<file path="src/rtl/clasif_ctrl.sv">
// Bean classifier: averages N_SAMPLES sensor readings and grades the bean
// into baja/media/alta, with sample timeout, abort and sticky error.
module clasif_ctrl #(
    parameter int N_SAMPLES = 4,
    parameter int TH_LOW    = 85,
    parameter int TH_HIGH   = 170,
    parameter int TIMEOUT   = 1000
) (
    input  logic       clk,
    input  logic       reset,
    input  logic       start,
    input  logic       abort,
    input  logic       sample_valid,
    input  logic [7:0] sample,
    output logic       sample_ready,
    output logic [1:0] estado,
    output logic       done,
    output logic       busy,
    output logic       error
);

    localparam int LOG2N = $clog2(N_SAMPLES);
    localparam int ACC_W = 8 + LOG2N;
    localparam int CNT_W = LOG2N + 1;
    localparam int TMR_W = $clog2(TIMEOUT + 1);

    localparam logic [CNT_W-1:0] CNT_LAST = CNT_W'(N_SAMPLES - 1);
    localparam logic [TMR_W-1:0] TMR_LAST = TMR_W'(TIMEOUT - 1);
    localparam logic [8:0]       TH_LO    = 9'(TH_LOW);
    localparam logic [8:0]       TH_HI    = 9'(TH_HIGH);

    localparam logic [1:0] G_BAJA  = 2'b00;
    localparam logic [1:0] G_MEDIA = 2'b01;
    localparam logic [1:0] G_ALTA  = 2'b10;
    localparam logic [1:0] G_NONE  = 2'b11;

    typedef enum logic [1:0] {
        IDLE,
        ACQ,
        CALC,
        ERR
    } state_t;

    state_t           state;
    logic [ACC_W-1:0] acc;
    logic [CNT_W-1:0] cnt;
    logic [TMR_W-1:0] tmr;
    logic             accept;
    logic [8:0]       avg;
    logic [1:0]       grade;

    assign accept = sample_valid && sample_ready;
    assign avg    = 9'(acc >> LOG2N);

    always_comb begin
        grade = G_MEDIA;
        unique case (1'b1)
            (avg < TH_LO):  grade = G_BAJA;
            (avg >= TH_HI): grade = G_ALTA;
            default:        grade = G_MEDIA;
        endcase
    end

    // abort has priority over a last sample or an expiring timer
    always_ff @(posedge clk or negedge reset) begin
        if (!reset) begin
            state        <= IDLE;
            estado       <= G_NONE;
            done         <= 1'b0;
            busy         <= 1'b0;
            error        <= 1'b0;
            sample_ready <= 1'b0;
            acc          <= '0;
            cnt          <= '0;
            tmr          <= '0;
        end else begin
            done <= 1'b0;
            unique case (state)
                IDLE: begin
                    if (start) begin
                        state        <= ACQ;
                        busy         <= 1'b1;
                        sample_ready <= 1'b1;
                        error        <= 1'b0;
                        acc          <= '0;
                        cnt          <= '0;
                        tmr          <= '0;
                    end
                end
                ACQ: begin
                    if (abort) begin
                        state        <= IDLE;
                        busy         <= 1'b0;
                        sample_ready <= 1'b0;
                    end else if (accept) begin
                        acc <= acc + ACC_W'(sample);
                        cnt <= cnt + CNT_W'(1);
                        tmr <= '0;
                        if (cnt == CNT_LAST) begin
                            state        <= CALC;
                            sample_ready <= 1'b0;
                        end
                    end else if (tmr == TMR_LAST) begin
                        state        <= ERR;
                        sample_ready <= 1'b0;
                    end else if (tmr != '1) begin
                        tmr <= tmr + TMR_W'(1);
                    end
                end
                CALC: begin
                    estado <= grade;
                    done   <= 1'b1;
                    busy   <= 1'b0;
                    state  <= IDLE;
                end
                ERR: begin
                    estado <= G_NONE;
                    error  <= 1'b1;
                    done   <= 1'b1;
                    busy   <= 1'b0;
                    state  <= IDLE;
                end
                default: begin
                    state <= IDLE;
                    busy  <= 1'b0;
                end
            endcase
        end
    end

endmodule

</file>
<file path="config.mk">
export PLATFORM = sky130hd
export DESIGN_NAME = clasif_ctrl
export DESIGN_NICKNAME = d
export VERILOG_FILES = /design/src/rtl/clasif_ctrl.sv
export SDC_FILE = /design/constraint.sdc
export NUM_CORES = 1
export LEC_CHECK = 0
export ABC_AREA = 1
export CORE_UTILIZATION = 64
export CTS_BUF_LIST = sky130_fd_sc_hd__clkbuf_4 sky130_fd_sc_hd__clkbuf_8
export DETAILED_ROUTE_END_ITERATION = 7
export GPL_ROUTABILITY_DRIVEN = 0
export PLACE_DENSITY = 0.88
export SKIP_CTS_REPAIR_TIMING = 1
export SYNTH_ARGS = -nofsm -noshare
export SYNTH_HDL_FRONTEND = slang
export SYNTH_SLANG_ARGS = --single-unit
</file>
<file path="constraint.sdc">
create_clock -name clk -period 3.5 [get_ports clk]
set_clock_uncertainty 0.2 [all_clocks]
set_input_delay 0.7 -clock clk [delete_from_list [all_inputs] [get_ports clk]]
set_output_delay 0.7 -clock clk [all_outputs]
set_load 0.01 [all_outputs]
</file>
==> impl_metrics.csv <==
group,metric,value,unit
worst_setup_path,reg2reg_depth,11,
sta,max_freq,421,MHz
synthesis,synth_most_common_cell,"nand2_1",
die,row_count,20,
die,initial_core_util,67.7,%
synthesis,ys_warn_count,0,
detailed_routing,routed_wl,4.20,mm
layout,nFillCells,250,
synthesis,netlist.area_leader.share,35.1,%
clock_network,numCtsBuffers,5,
sta,hold_slack,291,ps
layout,regArea,778,sq um
layout,num-nets-final,325,
die,io-pin-count,19,
worst_setup_path,cp.required,3540,ps
detailed_routing,drtIter0Drc,121,
sta,setup_tns,0,ps
layout,layout-drive-gt1-share,12.0,%
synthesis,syn_nets,303,
detailed_routing,first_pass_iters,4,
sta,worstMarginPinSlew,389,ps
power_and_ir_drop,totalPowerFinal,1.52,mW
worst_setup_path,cp.arrival,2410,ps
placed_design,io_buffers,18,
clock_network,cts.clk_slew.worst_paths,90,ps
worst_setup_path,worstSetupEndpointType,"flop",
synthesis,synth_edf_count,0,
global_routing,grt_pass1_vias,1653,
detailed_routing,via_count,1835,
worst_setup_path,cp-startpoint,"sample[0]",
synthesis,syn_area,2070,sq um
worst_setup_path,r2r_start,"tmr[0]",
synthesis,ys_types,35,
layout,multi_input_area,1110,sq um
worst_setup_path,cp.depth,12,
sta,layout_min_cycle_time,2370,ps
synthesis,yosysSeqAreaShare,37.6,%
synthesis,synth_top_area_cell,"dfrtp_1",
sta,finalSetupViolCount,0,
sta,finalCritPeriodShare,67.8,%
placed_design,placed_cells,337,
detailed_routing,wire_per_inst,12.2,um
worst_hold_path,hold_class,"reg -> reg",
synthesis,synthAdderAreaFrac,7.62,%
clock_network,clock_latency,330,ps
synthesis,synth_common_cells,"nand2_1 (78), inv_1 (35), dfrtp_1 (29), nor2_1 (26), nand3_1 (19)",
run_status,status,"complete, no violations",
synthesis,synth-seq-cells,31,
sta,maxSlewHeadroom,74.1,%
synthesis,yosys.area_share.simple,33.9,%
synthesis,synthCells,278,
synthesis,synth_xor_area_share,1.69,%
synthesis,syn_avg_cell_area,7.44,sq um
layout,diodes,0,
synthesis,ys_async_sr_fraction,100,%
clock_network,clock-sinks,31,
synthesis,ys_top_cells_by_area,"dfrtp_1 (35%), nand2_1 (14%), ha_1 (6.7%), inv_1 (6.4%), nor2_1 (4.7%)",
worst_setup_path,cp.buffers_inverters,3,
clock_network,htree_levels,2,
worst_setup_path,cp_max_fo,4,
synthesis,ys.flop_type,"dfrtp_1",
worst_setup_path,r2r_slack,1530,ps
worst_setup_path,crit_slowest_cell,"clkdlybuf4s50_1",
worst_setup_path,r2r-end,"tmr[9]",
detailed_routing,drc,0,
worst_setup_path,cp-endpoint,"acc[8]",
power_and_ir_drop,power_density,647,nW/um^2
layout,fin_cells,345,
layout,syn_to_final_growth,13.6,%
power_and_ir_drop,leakage,1.20,nW
die,chipHeight,58.8,um
die,die_area,3460,sq um
clock_network,cts_tree,"yes",
die,coreArea,3050,sq um
synthesis,muxShareOfSynthArea,0,%
synthesis,synth_top_family_by_area,"simple AND/OR/NAND/NOR gates",
sta,rsz0062_at_grt,"false",
worst_setup_path,crit_family,"buffers and inverters",
global_routing,grt_antenna_before_repair,0,
worst_setup_path,start_kind,"input port",
layout,final_cell_area,2350,sq um
run,max_cap_viol_count,0,
worst_setup_path,critical_path.cell_chain,"clkdlybuf4s50_1 > ha_1 > inv_1 > fa_1 > inv_1 > nand3_1 > nand2_1 > nand2_1 > nand3_1 > nand3_1 > nand2_1 > nor2_1",
sta,slew_viol_final,0,
die,die_x,58.8,um
global_routing,grt-ovfl-total,0,
clock_network,root_buffer,"clkbuf_4",
worst_setup_path,path_class,"in -> reg",
global_routing,grt_max_degree,32,
synthesis,synth_compound_area_share,10.5,%
detailed_routing,ant_nets,0,
worst_setup_path,max_stage_delay,460,ps
detailed_routing,viasPerCell,5.32,
clock_network,cts_buffer_depth,2,
placed_design,place_area,2280,sq um
placed_design,dp_hpwl,3.23,mm
global_routing,grt_usage,28.5,%
power_and_ir_drop,irDropWorstVdd,0.000442,V
sta,hold_viol_final,0,
global_routing,grt_pass1_wl,7.28,mm
tightest hold or removal path, stage by stage (launching register included):
cell and delay, ps:
dfrtp_1 360, nand2_1 60, nand2_1 50
layout make-up:
class                           count  area share (%)
Multi-Input combinational cell    204            47.2
Timing Repair Buffer               19            7.99
Inverter                           39            6.23
Sequential cell                    31            33.1
Clock buffer                        8            3.09
Tap cell                           44            2.34
registers in the layout (all words and copies together), names as in the netlist:
| name | cells |
|---|---|
| acc | 10 |
| busy | 1 |
| cnt | 3 |
| done | 1 |
| error | 1 |
| estado | 2 |
| sample_ready | 1 |
| state | 2 |
| tmr | 10 |
metal layers:
| layer | vias to the layer above | routed length (um) | global-route usage (%) |
|---|---|---|---|
| met5 | - | 0 | 0 |
| met1 | 828 | 2090 | 40.4 |
| met4 | 0 | 63 | 9.18 |
| met2 | 51 | 1840 | 43.8 |
| li1 | 946 | - | - |
| met3 | 10 | 200 | 5.93 |
worst min-delay path by stage:
stage               start  endpoint  depth (start not counted)
floorplan           reset    acc[0]                          0
global placement    error     error                          2
detailed placement  error     error                          2
CTS                 error     error                          2
global route        error     error                          2
finish              error     error                          2
cells in the final DEF, fill, tap and decap left out, drive strengths merged:
cell           instances
a21boi                 3
a21oi                 10
a22o                   1
buf                    1
clkbuf                 8
clkdlybuf4s50         18
dfrtp                 29
dfstp                  2
fa                     1
ha                    11
inv                   39
nand2                 87
nand3                 20
nand3b                 1
nand4                  8
nor2                  30
nor3                   1
nor3b                  1
nor4                   1
o21ai                 17
o21bai                 2
o22ai                  2
o31ai                  1
or2                    3
xnor2                  1
xor2                   3
where the power goes:
| part | total (mW) | switching, mW | internal [mW] | leakage, nW |
|---|---|---|---|---|
| Clock | 0.245 | 0.119 | 0.126 | 0.0420 |
| Combinational | 0.720 | 0.447 | 0.273 | 0.749 |
| Sequential | 0.555 | 0.0928 | 0.462 | 0.412 |
| Total | 1.52 | 0.659 | 0.861 | 1.20 |
per-stage QoR:
step | setup WS [ps] | util, %
2_1_floorplan | 1380 | -
3_3_place_gp | 844 | 74.6
3_5_place_dp | 779 | 74.6
4_1_cts | 1150 | 77.0
5_1_grt | 1030 | 77.0
6_report | 1130 | 77.0
logic make-up after synthesis:
group	count (synthesis)
XOR/XNOR	4
AO/OA/AOI/OAI	36
flip-flops	31
buffers and inverters	43
AND/OR/NAND/NOR	152
adder cells (fa/ha/maj)	12
No activity file was read; power rests on OpenSTA's default activity.
